## src/rtl/multicycle_control_unit_pkg.sv

```systemverilog
// Shared definitions for the multi-cycle MIPS control unit: opcodes, datapath
// mux encodings, the FSM state enum and the bundled control-word struct.
package control_pkg;

   // Opcode field values (instr[31:26])
   localparam logic [5:0] OP_R    = 6'h00;
   localparam logic [5:0] OP_J    = 6'h02;
   localparam logic [5:0] OP_BEQ  = 6'h04;
   localparam logic [5:0] OP_ADDI = 6'h08;
   localparam logic [5:0] OP_LW   = 6'h23;
   localparam logic [5:0] OP_SW   = 6'h2B;

   // ALU operation select
   localparam logic [1:0] ALU_ADD   = 2'b00;
   localparam logic [1:0] ALU_SUB   = 2'b01;
   localparam logic [1:0] ALU_FUNCT = 2'b10;

   // ALU B-operand select
   localparam logic [1:0] SRC_B_REG     = 2'b00;
   localparam logic [1:0] SRC_B_FOUR    = 2'b01;
   localparam logic [1:0] SRC_B_IMM     = 2'b10;
   localparam logic [1:0] SRC_B_IMM_SH2 = 2'b11;

   // Next-PC source select
   localparam logic [1:0] PC_SRC_ALU    = 2'b00;
   localparam logic [1:0] PC_SRC_ALUOUT = 2'b01;
   localparam logic [1:0] PC_SRC_JUMP   = 2'b10;

   localparam int STATE_W = 4;

   // FSM states; encodings 13..15 are unused and recover to FETCH
   typedef enum logic [STATE_W-1:0] {
      FETCH     = 4'd0,
      DECODE    = 4'd1,
      MEM_ADDR  = 4'd2,
      MEM_RD    = 4'd3,
      MEM_WB    = 4'd4,
      MEM_WR    = 4'd5,
      R_EXEC    = 4'd6,
      R_WB      = 4'd7,
      BEQ_EXEC  = 4'd8,
      JMP       = 4'd9,
      ADDI_EXEC = 4'd10,
      ADDI_WB   = 4'd11,
      TRAP      = 4'd12
   } state_e;

   // Every datapath strobe and select driven by the controller
   typedef struct packed {
      logic       pc_write;
      logic       pc_write_cond;
      logic       ir_write;
      logic       mem_read;
      logic       mem_write;
      logic       reg_write;
      logic       i_or_d;
      logic       mem_2_reg;
      logic       reg_dst;
      logic       alu_src_a;
      logic [1:0] alu_src_b;
      logic [1:0] alu_op;
      logic [1:0] pc_source;
      logic       illegal_op;
   } ctrl_t;

endpackage

```

## src/rtl/multicycle_control_unit_if.sv

```systemverilog
// Controller <-> datapath bundle: opcode and memory-ready in, strobes,
// mux selects, trap flag and debug state out.
interface multicycle_control_unit_if;
   import control_pkg::*;

   logic [5:0]         opcode;
   logic               mem_ready;
   logic               pc_write;
   logic               pc_write_cond;
   logic               ir_write;
   logic               mem_read;
   logic               mem_write;
   logic               reg_write;
   logic               i_or_d;
   logic               mem_2_reg;
   logic               reg_dst;
   logic               alu_src_a;
   logic [1:0]         alu_src_b;
   logic [1:0]         alu_op;
   logic [1:0]         pc_source;
   logic               illegal_op;
   logic [STATE_W-1:0] state;

   // Controller side
   modport master (
      input  opcode, mem_ready,
      output pc_write, pc_write_cond, ir_write, mem_read, mem_write,
             reg_write, i_or_d, mem_2_reg, reg_dst, alu_src_a,
             alu_src_b, alu_op, pc_source, illegal_op, state
   );

   // Datapath side
   modport slave (
      output opcode, mem_ready,
      input  pc_write, pc_write_cond, ir_write, mem_read, mem_write,
             reg_write, i_or_d, mem_2_reg, reg_dst, alu_src_a,
             alu_src_b, alu_op, pc_source, illegal_op, state
   );

endinterface

```

## src/rtl/multicycle_control_unit.sv

```systemverilog
// Multi-cycle MIPS control FSM. Steps each instruction through fetch,
// decode, execute, memory and write-back, waiting on mem_ready in the
// memory states when the handshake is enabled. Unknown opcodes (and ADDI
// when not enabled) park the FSM in TRAP until reset.
module multicycle_control_unit
   import control_pkg::*;
#(
   parameter bit ADDI_EN       = 1'b1,
   parameter bit MEM_HANDSHAKE = 1'b1
) (
   input logic                        clk,
   input logic                        rst,
   multicycle_control_unit_if.master  bus
);

   state_e state_q;
   state_e state_d;
   ctrl_t  ctrl;
   logic   ready;

   // Memory access completes this cycle; without the handshake every access is single-cycle
   assign ready = MEM_HANDSHAKE ? bus.mem_ready : 1'b1;

   // State register with synchronous reset back to FETCH
   always_ff @(posedge clk) begin
      // NOTE: sequential state uses non-blocking assignment so every flop samples pre-edge values.
      if (rst) state_q <= FETCH;
      else     state_q <= state_d;
   end

   // Next-state and Moore output decode; FETCH strobes also depend on ready
   always_comb begin
      // NOTE: everything assigned here gets a default first, so no path can infer a latch.
      ctrl           = '0;
      ctrl.alu_src_b = SRC_B_REG;
      ctrl.alu_op    = ALU_ADD;
      ctrl.pc_source = PC_SRC_ALU;
      state_d        = state_q;

      case (state_q)
         FETCH: begin
            ctrl.mem_read  = 1'b1;
            ctrl.alu_src_b = SRC_B_FOUR;
            if (ready) begin
               ctrl.ir_write = 1'b1;
               ctrl.pc_write = 1'b1;
               state_d       = DECODE;
            end
         end

         DECODE: begin
            ctrl.alu_src_b = SRC_B_IMM_SH2;
            case (bus.opcode)
               OP_R:         state_d = R_EXEC;
               OP_J:         state_d = JMP;
               OP_BEQ:       state_d = BEQ_EXEC;
               OP_LW, OP_SW: state_d = MEM_ADDR;
               OP_ADDI:      state_d = ADDI_EN ? ADDI_EXEC : TRAP;
               default:      state_d = TRAP;
            endcase
         end

         MEM_ADDR: begin
            ctrl.alu_src_a = 1'b1;
            ctrl.alu_src_b = SRC_B_IMM;
            // Opcode is still held in the IR, so it can be re-examined here
            state_d = (bus.opcode == OP_SW) ? MEM_WR : MEM_RD;
         end

         MEM_RD: begin
            ctrl.mem_read = 1'b1;
            ctrl.i_or_d   = 1'b1;
            if (ready) state_d = MEM_WB;
         end

         MEM_WB: begin
            ctrl.reg_write = 1'b1;
            ctrl.mem_2_reg = 1'b1;
            state_d        = FETCH;
         end

         MEM_WR: begin
            ctrl.mem_write = 1'b1;
            ctrl.i_or_d    = 1'b1;
            if (ready) state_d = FETCH;
         end

         R_EXEC: begin
            ctrl.alu_src_a = 1'b1;
            ctrl.alu_op    = ALU_FUNCT;
            state_d        = R_WB;
         end

         R_WB: begin
            ctrl.reg_write = 1'b1;
            ctrl.reg_dst   = 1'b1;
            state_d        = FETCH;
         end

         BEQ_EXEC: begin
            ctrl.alu_src_a     = 1'b1;
            ctrl.alu_op        = ALU_SUB;
            ctrl.pc_write_cond = 1'b1;
            ctrl.pc_source     = PC_SRC_ALUOUT;
            state_d            = FETCH;
         end

         JMP: begin
            ctrl.pc_write  = 1'b1;
            ctrl.pc_source = PC_SRC_JUMP;
            state_d        = FETCH;
         end

         ADDI_EXEC: begin
            ctrl.alu_src_a = 1'b1;
            ctrl.alu_src_b = SRC_B_IMM;
            state_d        = ADDI_WB;
         end

         ADDI_WB: begin
            ctrl.reg_write = 1'b1;
            state_d        = FETCH;
         end

         TRAP: begin
            ctrl.illegal_op = 1'b1;
            state_d         = TRAP;
         end

         default: state_d = FETCH;
      endcase

      // Nothing is issued in a reset cycle, even mid-instruction
      if (rst) ctrl = '0;
   end

   assign bus.pc_write      = ctrl.pc_write;
   assign bus.pc_write_cond = ctrl.pc_write_cond;
   assign bus.ir_write      = ctrl.ir_write;
   assign bus.mem_read      = ctrl.mem_read;
   assign bus.mem_write     = ctrl.mem_write;
   assign bus.reg_write     = ctrl.reg_write;
   assign bus.i_or_d        = ctrl.i_or_d;
   assign bus.mem_2_reg     = ctrl.mem_2_reg;
   assign bus.reg_dst       = ctrl.reg_dst;
   assign bus.alu_src_a     = ctrl.alu_src_a;
   assign bus.alu_src_b     = ctrl.alu_src_b;
   assign bus.alu_op        = ctrl.alu_op;
   assign bus.pc_source     = ctrl.pc_source;
   assign bus.illegal_op    = ctrl.illegal_op;
   assign bus.state         = rst ? STATE_W'(FETCH) : state_q;

endmodule

```

## src/flat_wrapper.sv

```systemverilog
// flat-port wrapper written by rule: the top's interface ports become plain ports
module multicycle_control_unit_flat import control_pkg::*;
#(
   parameter bit ADDI_EN       = 1'b1,
   parameter bit MEM_HANDSHAKE = 1'b1
)
  (clk, rst, bus_opcode, bus_mem_ready, bus_pc_write, bus_pc_write_cond, bus_ir_write, bus_mem_read, bus_mem_write, bus_reg_write, bus_i_or_d, bus_mem_2_reg, bus_reg_dst, bus_alu_src_a, bus_alu_src_b, bus_alu_op, bus_pc_source, bus_illegal_op, bus_state);
  multicycle_control_unit_if bus_i ();
  input logic clk;
  input logic rst;
  input wire logic [$bits(bus_i.opcode)-1:0] bus_opcode;
  input wire logic [$bits(bus_i.mem_ready)-1:0] bus_mem_ready;
  output wire logic [$bits(bus_i.pc_write)-1:0] bus_pc_write;
  output wire logic [$bits(bus_i.pc_write_cond)-1:0] bus_pc_write_cond;
  output wire logic [$bits(bus_i.ir_write)-1:0] bus_ir_write;
  output wire logic [$bits(bus_i.mem_read)-1:0] bus_mem_read;
  output wire logic [$bits(bus_i.mem_write)-1:0] bus_mem_write;
  output wire logic [$bits(bus_i.reg_write)-1:0] bus_reg_write;
  output wire logic [$bits(bus_i.i_or_d)-1:0] bus_i_or_d;
  output wire logic [$bits(bus_i.mem_2_reg)-1:0] bus_mem_2_reg;
  output wire logic [$bits(bus_i.reg_dst)-1:0] bus_reg_dst;
  output wire logic [$bits(bus_i.alu_src_a)-1:0] bus_alu_src_a;
  output wire logic [$bits(bus_i.alu_src_b)-1:0] bus_alu_src_b;
  output wire logic [$bits(bus_i.alu_op)-1:0] bus_alu_op;
  output wire logic [$bits(bus_i.pc_source)-1:0] bus_pc_source;
  output wire logic [$bits(bus_i.illegal_op)-1:0] bus_illegal_op;
  output wire logic [$bits(bus_i.state)-1:0] bus_state;
  assign bus_i.opcode = bus_opcode;
  assign bus_i.mem_ready = bus_mem_ready;
  assign bus_pc_write = bus_i.pc_write;
  assign bus_pc_write_cond = bus_i.pc_write_cond;
  assign bus_ir_write = bus_i.ir_write;
  assign bus_mem_read = bus_i.mem_read;
  assign bus_mem_write = bus_i.mem_write;
  assign bus_reg_write = bus_i.reg_write;
  assign bus_i_or_d = bus_i.i_or_d;
  assign bus_mem_2_reg = bus_i.mem_2_reg;
  assign bus_reg_dst = bus_i.reg_dst;
  assign bus_alu_src_a = bus_i.alu_src_a;
  assign bus_alu_src_b = bus_i.alu_src_b;
  assign bus_alu_op = bus_i.alu_op;
  assign bus_pc_source = bus_i.pc_source;
  assign bus_illegal_op = bus_i.illegal_op;
  assign bus_state = bus_i.state;
  multicycle_control_unit #(.ADDI_EN(ADDI_EN), .MEM_HANDSHAKE(MEM_HANDSHAKE)) u_core (.clk(clk), .rst(rst), .bus(bus_i));
endmodule
```

## config.mk

```make
export PLATFORM = sky130hd
export DESIGN_NAME = multicycle_control_unit_flat
export DESIGN_NICKNAME = d
export VERILOG_FILES = /design/src/rtl/multicycle_control_unit_pkg.sv /design/src/rtl/multicycle_control_unit_if.sv /design/src/rtl/multicycle_control_unit.sv /design/src/flat_wrapper.sv
export SDC_FILE = /design/constraint.sdc
export NUM_CORES = 1
export LEC_CHECK = 0
export CAP_MARGIN = 20
export CELL_PAD_IN_SITES_DETAIL_PLACEMENT = 0
export CELL_PAD_IN_SITES_GLOBAL_PLACEMENT = 1
export CORE_UTILIZATION = 29
export CTS_CLUSTER_SIZE = 24
export DETAILED_ROUTE_END_ITERATION = 10
export PLACE_DENSITY = 0.92
export SYNTH_ARGS = -nofsm -noshare
export SYNTH_HDL_FRONTEND = slang
export SYNTH_SLANG_ARGS = --single-unit
```

## constraint.sdc

```tcl
create_clock -name clk -period 3.25 [get_ports clk]
set_input_delay 0.4875 -clock clk [delete_from_list [all_inputs] [get_ports clk]]
set_output_delay 0.4875 -clock clk [all_outputs]
set_load 0.005 [all_outputs]
```

# After elaboration in Yosys (flattened, before gate mapping)
# Index checks and enable logic that the tools add are counted.
[totals] ff_bits=4 input_bits=9 output_inout_bits=21 wordCells=53
[op_classes] n_eq_ne=20 mux=23 n_reduce_logical=9
[op_table] cell="one-hot mux 4 bit (8 select lines)" count=1
[op_table] cell="equality test 4 bit, second input constant" count=5
[op_table] cell="one-hot mux 4 bit (5 select lines)" count=1
[op_table] cell="two-way mux 17 bit" count=1
[op_table] cell="equality test 4 x 3 -> 1 bit, second input constant" count=4
[op_table] cell="two-way mux 4 bit" count=4
[op_table] cell="equality test 6 bit, second input constant" count=2
[op_table] cell="two-way mux 1 bit" count=11
[op_table] cell="equality test 4 x 2 -> 1 bit, second input constant" count=2
[op_table] cell="one-hot mux 2 bit (2 select lines)" count=2
[op_table] cell="OR reduction 2 bit" count=4
[op_table] cell="equality test 6 x 2 -> 1 bit, second input constant" count=1
[op_table] cell="equality test 6 x 3 -> 1 bit, second input constant" count=1
[op_table] cell="equality test 6 x 4 -> 1 bit, second input constant" count=1
[op_table] cell="logical NOT 6 bit" count=1
[op_table] cell="inequality test 2 bit, second input constant" count=3
[op_table] cell="one-hot mux 2 bit (3 select lines)" count=1
[op_table] cell="equality test 4 x 1 -> 1 bit, second input constant" count=1
[op_table] cell="logical NOT 4 bit" count=1
[op_table] cell="OR reduction 4 bit" count=1
[op_table] cell="two-way mux 3 bit" count=1
[op_table] cell="AND reduction 3 bit" count=1
[op_table] cell="OR reduction 3 bit" count=1
[op_table] cell="one-hot mux 1 bit (2 select lines)" count=1

# Longest topological paths before layout
# Gate-level depths: netlist (run 1).
[depth] depth_word=4 mapped_depth=6 mapped_depth_nobuf=4

# Least setup slack after synthesis (run 1)
# OpenSTA, ideal clock, no wires.
[synth_timing] kind="input -> output" from="input rst" to="output bus_pc_source[0]" arrival_ps=1204 required_time_ps=2762 setup_slack_ps=1558 cell_stages=3 path_buffers=2 path_cell_list="clkbuf_1 > nor4_1 > buf_4"
[synth_between] elab_chain_cells=1
[synth_rtl] element="from (decl)" line="flat_wrapper.sv:10" rtl="input logic rst;"
[synth_rtl] element="two-way mux 17 bit" line="multicycle_control_unit.sv:134" rtl="if (rst) ctrl = '0;"
[synth_rtl] element="to (decl)" line="flat_wrapper.sv:25" rtl="output wire logic [$bits(bus_i.pc_source)-1:0] bus_pc_source;"
# Every way passes these cells.

# Worst setup path after layout (run 1)
[layout_timing] from="register u_core.state_q[1]" to="output bus_pc_write"
[layout_between] elab_chain_cells=3 word_cells_on_any_way=4 cone_classes="eq/ne (1); mux (2); reduce/logical (1)"
[layout_rtl] element="from (decl)" line="multicycle_control_unit.sv:16" rtl="state_e state_q;"
[layout_rtl] element="from (signal assigned)" line="multicycle_control_unit.sv:28" rtl="else state_q <= state_d;"
[layout_rtl] element="equality test 4 bit / logical NOT 4 bit (equally long branches)" line="multicycle_control_unit.sv:40" rtl="case (state_q)"
[layout_rtl] element="one-hot mux 1 bit (2 select lines) *" line="multicycle_control_unit.sv:40"
[layout_rtl] element="two-way mux 17 bit *" line="multicycle_control_unit.sv:134"
[layout_rtl] element="to (decl)" line="flat_wrapper.sv:13" rtl="output wire logic [$bits(bus_i.pc_write)-1:0] bus_pc_write;"
# Mark *: on every way between the ends. The rest lies on a longest branch, timed or not.

==> metrics.md, run 1 <==
| Metric | Value |
|---|---|
| Status | `finished, final reports clean` |
| Crit path time final | `2599 ps` |
| Mux cell area share after synthesis | `1.569%` |
| Reg power frac | `24.4%` |
| Ant. Diodes | `0` |
| Adder-cell area share of the yosys netlist | `0%` |
| Starting density of the core | `31.56%` |
| Power per Cell Area | `472.1 nW/um^2` |
| RePlAce Congestion | `0.7687` |
| Number of flip-flops in the largest register | `4` |
| Largest net degree at the start of global routing | `20` |
| Crit-path cells | `nand2b_1 > nor3b_1 > or2_2 > clkdlybuf4s50_1` |
| Final WL | `1.743 mm` |
| Worst path slowest cell | `dfxtp_1` |
| Post-Syn Nets | `104` |
| Final HPWL from detailed placement | `1.322 mm` |
| Synth Area in Compound Gates | `26.27%` |
| Port bufs | `29` |
| Most frequent cells in the layout | `29 x clkdlybuf4s50_1, 9 x nor2_1, 8 x nor3_1` |
| Switching Fraction | `43.08%` |
| WP buf/inv | `1` |
| DIE AREA | `2392 sq um` |
| Worst-path clk slew | `40 ps` |
| Worst setup SP type | `register` |
| Required @ worst endpoint | `2760 ps` |
| Area after DPL | `928.4 sq um` |
| Synth Instances | `95` |
| #FFs+latches synth | `4` |
| First drt pass iteration count | `4` |
| Number of antenna violations at the first check in global routing | `0` |
| Routed vias/inst | `5.190` |
| Largest Register | `u_core.state_q` |
| WS Path Type | `register to output pin` |
| Crit path capture type | `output pin` |
| Initial DRC Count | `18` |
| Vias in the first global route | `690` |
| Final setup fails | `0` |
| YS warnings | `0` |
| Worst path depth | `4` |
| Share of cells above drive strength 1 | `7.500%` |
| Top cells by area, synth | `dfxtp_1 13%, nand2b_1 6.9%, nor3_1 6.3%` |
| Synth async-reset ratio | `0%` |
| Global Route Usage Sum | `15.37%` |
| Most common cell after layout, fill and taps aside | `clkdlybuf4s50_1` |
| Post-synth EDFFs | `0` |
| TNS Setup | `0 ps` |
| Nets | `131` |
| Post-Syn Area | `638.1 sq um` |
| R2R setup slack | `1480 ps` |
| Sequential area share after synthesis | `12.55%` |
| Slew margin rel. | `58.73%` |
| CTS Root Cell | `clkbuf_4` |
| Leak | `0.3243 nW` |
| Design area | `950.9 sq um` |
| Rows | `16` |
| Slew @ Worst Pin | `618.1 ps` |
| Maxcap violations | `0` |
| R2r worst-path depth | `5` |
| Residual DRC | `0` |
| Die span in y | `48.91 um` |
| Clock buffer depth | `2` |
| Critical Path AT | `2110 ps` |
| CTS tree | `built` |
| Simple-gate share of the synthesized area | `44.31%` |
| CTS Buf Count | `3` |
| Top Family by Delay on Critical Path | `simple AND/OR/NAND/NOR gates` |
| Switching power | `0.1934 mW` |
| RSZ-0062 raised after global routing | `false` |
| Post-synth top area cell | `dfxtp_1` |
| Synth top area share | `12.55%` |
| Clk_lat worst skew | `230 ps` |
| Avg Inst Size Synth | `6.717 sq um` |
| First-pass GRT wire length | `3.029 mm` |
| Logic pwr share | `62.4%` |
| CP max stage delay | `700 ps` |
| Dominant synthesized flop cell | `dfxtp_1` |
| CTS Sinks | `4` |
| Detail Route Antenna Nets | `0` |
| Maximum vdd drop | `0.3267 mV` |
| Internal power | `0.2555 mW` |
| Clock share of power | `13.2%` |
| Fin. Hold Viols | `0` |
| Chip width | `48.91 um` |
| Final Max Slew Viols | `0` |
| Setup bufs post-CTS | `0` |
| Clk_skew | `1.436 ps` |
| Hold Crit Depth | `2` |
| Core Box Area | `2022 sq um` |
| Hold WC Path Type | `register to register` |
| Grt ovf | `0` |
| Max Fanout on Critical Path | `19` |
| Area grow syn2layout | `49.02%` |
| Max frequency | `0.3848 GHz` |
| Netlist cell types | `41` |
| Main combinational cell family by area after synthesis | `simple AND/OR/NAND/NOR gates` |
| H-tree Lvls | `1` |
| Largest registers | `u_core.state_q x4` |
| I/O pin count | `30` |
| Drt wl/cell | `11.86 um` |
| Post-CTS Hold Buffers | `0` |
| Resized cells post-CTS | `0` |
| Via count | `763` |
| Xor and xnor fraction of the mapped netlist area | `4.118%` |
| Final period utilization | `79.95%` |
## power by group through the flow
stage,combinational [mW],clock (mW),sequential (mW)
global route,0.311,0.0637,0.114
detailed placement,0.279,0,0.110
floorplan,0.215,0,0.0669
global placement,0.279,0,0.110
finish,0.280,0.0591,0.110
CTS,0.281,0.0640,0.109
## stage by stage
step	power, mW	worst slack [ps]	util, %	cells	hold WS (ps)
after floorplan	0.2815	1558	-	95	602.7
after global placement	0.3889	743.4	45.92	144	758.9
after detailed placement	0.3889	681.4	45.92	144	786.7
after CTS	0.4535	651.8	47.03	147	792.1
after global routing	0.4888	508.6	47.03	147	848.8
final	0.4489	651.5	47.03	147	791.7
## area by class of cell
| type | instances | area [sq um] |
|---|---|---|
| fill | 201 | 1071 |
| multi-input combinational | 77 | 486.7 |
| timing repair buffer | 32 | 312.8 |
| sequential | 4 | 80.08 |
| tap | 27 | 33.78 |
| clock buffer | 3 | 22.52 |
| inverter | 4 | 15.01 |
## cells in the mapped netlist (2+ instances only)
library cell	number
nor2_1	9
nor3_1	8
nand2b_1	7
buf_2	6
nor4_1	6
o21ai_0	5
dfxtp_1	4
inv_1	4
nand2_1	3
nor2b_1	3
a21boi_0	2
a21oi_1	2
clkbuf_1	2
nand3_1	2
nor3b_1	2
o22ai_1	2
o32ai_1	2
or3_1	2
xor2_1	2
## worst paths after layout
path	startpoint	endpoint
setup / recovery	u_core.state_q[1]	bus_pc_write
hold / removal	u_core.state_q[2]	u_core.state_q[3]
setup reg to reg	u_core.state_q[2]	u_core.state_q[0]
hold reg to reg	u_core.state_q[2]	u_core.state_q[3]
## worst reg2reg max path, delay by kind of cell, from the launching register on
family                 cells  cell delay [ps]
DFF                        1              450
AOI/OAI and AO/OA          2              260
and+or+nand+nor            2              740
buffers and inverters      1              240
## layer usage
| layer | part of all wire (%) | vias up | global-route usage (%) |
|---|---|---|---|
| li1 | - | 404 | - |
| met1 | 49 | 337 | 22.39 |
| met2 | 47 | 22 | 23.15 |
| met3 | 3.7 | 0 | 1.246 |
| met4 | 0 | 0 | 5.882 |
| met5 | 0 | - | 0 |
## cells by family after synthesis
group                     count (synthesis)
AOI/OAI and AO/OA                        23
xor gates and xnor gates                  3
muxes                                     1
buffers and inverters                    14
DFF                                       4
and+or+nand+nor                          50
Power figures use the tool's default switching activity.
==> run 2, diff against run 1 <==
--- a/config.mk
+++ b/config.mk
@@ -8,10 +8,10 @@
 export CAP_MARGIN = 20
 export CELL_PAD_IN_SITES_DETAIL_PLACEMENT = 0
 export CELL_PAD_IN_SITES_GLOBAL_PLACEMENT = 1
-export CORE_UTILIZATION = 29
+export CORE_UTILIZATION = 27
 export CTS_CLUSTER_SIZE = 24
 export DETAILED_ROUTE_END_ITERATION = 10
-export PLACE_DENSITY = 0.92
+export PLACE_DENSITY = 0.87
 export SYNTH_ARGS = -nofsm -noshare
 export SYNTH_HDL_FRONTEND = slang
 export SYNTH_SLANG_ARGS = --single-unit
==> constraint.sdc (replaced) <==
create_clock -name clk -period 2.45 [get_ports clk]
set_input_delay 0.3675 -clock clk [delete_from_list [all_inputs] [get_ports clk]]
set_output_delay 0.3675 -clock clk [all_outputs]
set_load 0.005 [all_outputs]
==> run 2 against run 1 <==
First-iteration DRC count grew 56%. Non-clock buffer count grew 2. Largest power group unchanged. Worst hold slack worse by 110 ps. Critical path type is now primary input to output pin. Cell area up 3.2%. Routed wire length grew 18%. Critical endpoint is now bus_reg_dst. Flip-flop and latch count unchanged. Global-route usage rose by 1.5 points. Sequential share of layout area fell by 0.13 points.
==> metrics.md, run 2 (synthesized netlist as in run 1, its figures left out) <==
| Metric | Value |
|---|---|
| Status | `finished, final reports clean` |
| Die span in y | `50.62 um` |
| H-tree Lvls | `1` |
| RSZ-0062 raised after global routing | `false` |
| CTS tree | `built` |
| I/O pin count | `30` |
| Final setup fails | `0` |
| Finished Layout Cells | `150` |
| Leak | `0.3399 nW` |
| Hold WC Path Type | `register to register` |
| WS Path Type | `primary input to output pin` |
| Power per Cell Area | `646.5 nW/um^2` |
| Initial DRC Count | `28` |
| Clock buffer depth | `2` |
| Hold slack | `681.6 ps` |
| Maxcap violations | `0` |
| Filler cells | `236` |
| RePlAce Congestion | `0.8530` |
| Number of flip-flops in the largest register | `4` |
| Global Route Usage Sum | `16.87%` |
| Most common cell after layout, fill and taps aside | `clkdlybuf4s50_1` |
| Min-delay src | `u_core.state_q[1]` |
| Area grow syn2layout | `53.73%` |
| Rows | `17` |
| TNS Setup | `0 ps` |
| First-pass GRT wire length | `3.360 mm` |
| Max frequency | `0.4227 GHz` |
| Most frequent cells in the layout | `29 x clkdlybuf4s50_1, 9 x nor2_1, 8 x nor3_1` |
| Residual DRC | `0` |
| Crit path capture type | `output pin` |
| Nets | `133` |
| Critical Path AT | `2000 ps` |
| Starting density of the core | `28.85%` |
| Final setup margin | `84.16 ps` |
| Chip width | `50.62 um` |
| CTS Root Cell | `clkbuf_4` |
| Required @ worst endpoint | `2080 ps` |
| First drt pass iteration count | `4` |
| Largest registers | `u_core.state_q x4` |
| Worst-path clk slew | `40 ps` |
| Clk_lat worst skew | `250 ps` |
| Worst slack, placed | `103.0 ps` |
| CTS Sinks | `4` |
| Fin. Hold Viols | `0` |
| CTS Buf Count | `3` |
| Clk_skew | `4.869 ps` |
| Slew @ Worst Pin | `342.2 ps` |
| Worst setup SP type | `primary input` |
| Max Fanout on Critical Path | `14` |
| Crit path time final | `2366 ps` |
| DIE AREA | `2562 sq um` |
| Largest net degree at the start of global routing | `16` |
| Routed vias/inst | `5.533` |
| Ant. Diodes | `0` |
| Final WL | `2.064 mm` |
| Setup bufs post-CTS | `0` |
| Core Box Area | `2212 sq um` |
| Util after Layout | `44.34%` |
| Final Max Slew Viols | `0` |
| Drt wl/cell | `13.76 um` |
| Grt ovf | `0` |
| Port bufs | `29` |
| Cells after DPL | `147` |
| CP startpoint | `rst` |
| Final period utilization | `96.56%` |
| Vias in the first global route | `778` |
| Maximum vdd drop | `0.3744 mV` |
| Detail Route Antenna Nets | `0` |
| Largest Register | `u_core.state_q` |
| Share of cells above drive strength 1 | `9.836%` |
| Worst r2r src | `u_core.state_q[3]` |
| Number of antenna violations at the first check in global routing | `0` |
| Slew margin rel. | `76.98%` |
| Via count | `830` |
run 2: cell count changes in the layout (fill, tap and decap cells not counted), sizes merged:
| cell | delta |
|---|---|
| buf | +2 |
run 2: timing repair:
item,CTS,global route
setup endpoints to repair,0,3
hold buffers,0,0
gates resized for setup,0,1
run 2: critical path, cell delays in order:
cell and delay, ps:
clkdlybuf4s50_1 480, buf_12 180, nand2b_1 190, nor3_1 220
clkdlybuf4s50_1 570
run 2: area by class of cell:
cell class                 instances  area [sq um]  share of cell area [%]
clock buffer                       3         22.52                   2.296
inverter                           4         15.01                   1.531
multi-input combinational         77         486.7                   49.62
sequential                         4         81.33                   8.291
tap                               28         35.03                   3.571
timing repair buffer              34         340.3                   34.69
run 2: worst paths after layout:
| kind | cells past startpoint | end | slack (ps) |
|---|---|---|---|
| setup / recovery | 5 | bus_reg_dst | 80 |
| hold / removal | 2 | u_core.state_q[1] | 680 |
| setup reg to reg | 5 | u_core.state_q[1] | 810 |
| hold reg to reg | 2 | u_core.state_q[1] | 680 |
run 2: routing by layer:
layer  wire length (um)  GRT usage (%)  part of all wire [%]
met1                941          20.47                    46
met2                939          28.00                    45
met3                153          4.545                   7.4
met4                 29          6.481                   1.4
met5                  0              0                     0
run 2: report_power, final:
group / switching (mW) / internal (mW) / total [mW]
clock network: 0.0336 / 0.0552 / 0.0888
registers: 0.0439 / 0.0835 / 0.127
logic: 0.203 / 0.215 / 0.418
run 2: per-stage QoR:
| stage | cell area [sq um] | total power, mW |
|---|---|---|
| floorplan | 638.1 | 0.3734 |
| global placement | 957.2 | 0.5317 |
| detailed placement | 957.2 | 0.5382 |
| CTS | 979.7 | 0.6266 |
| global route | 980.9 | 0.6755 |
| finish | 980.9 | 0.6342 |
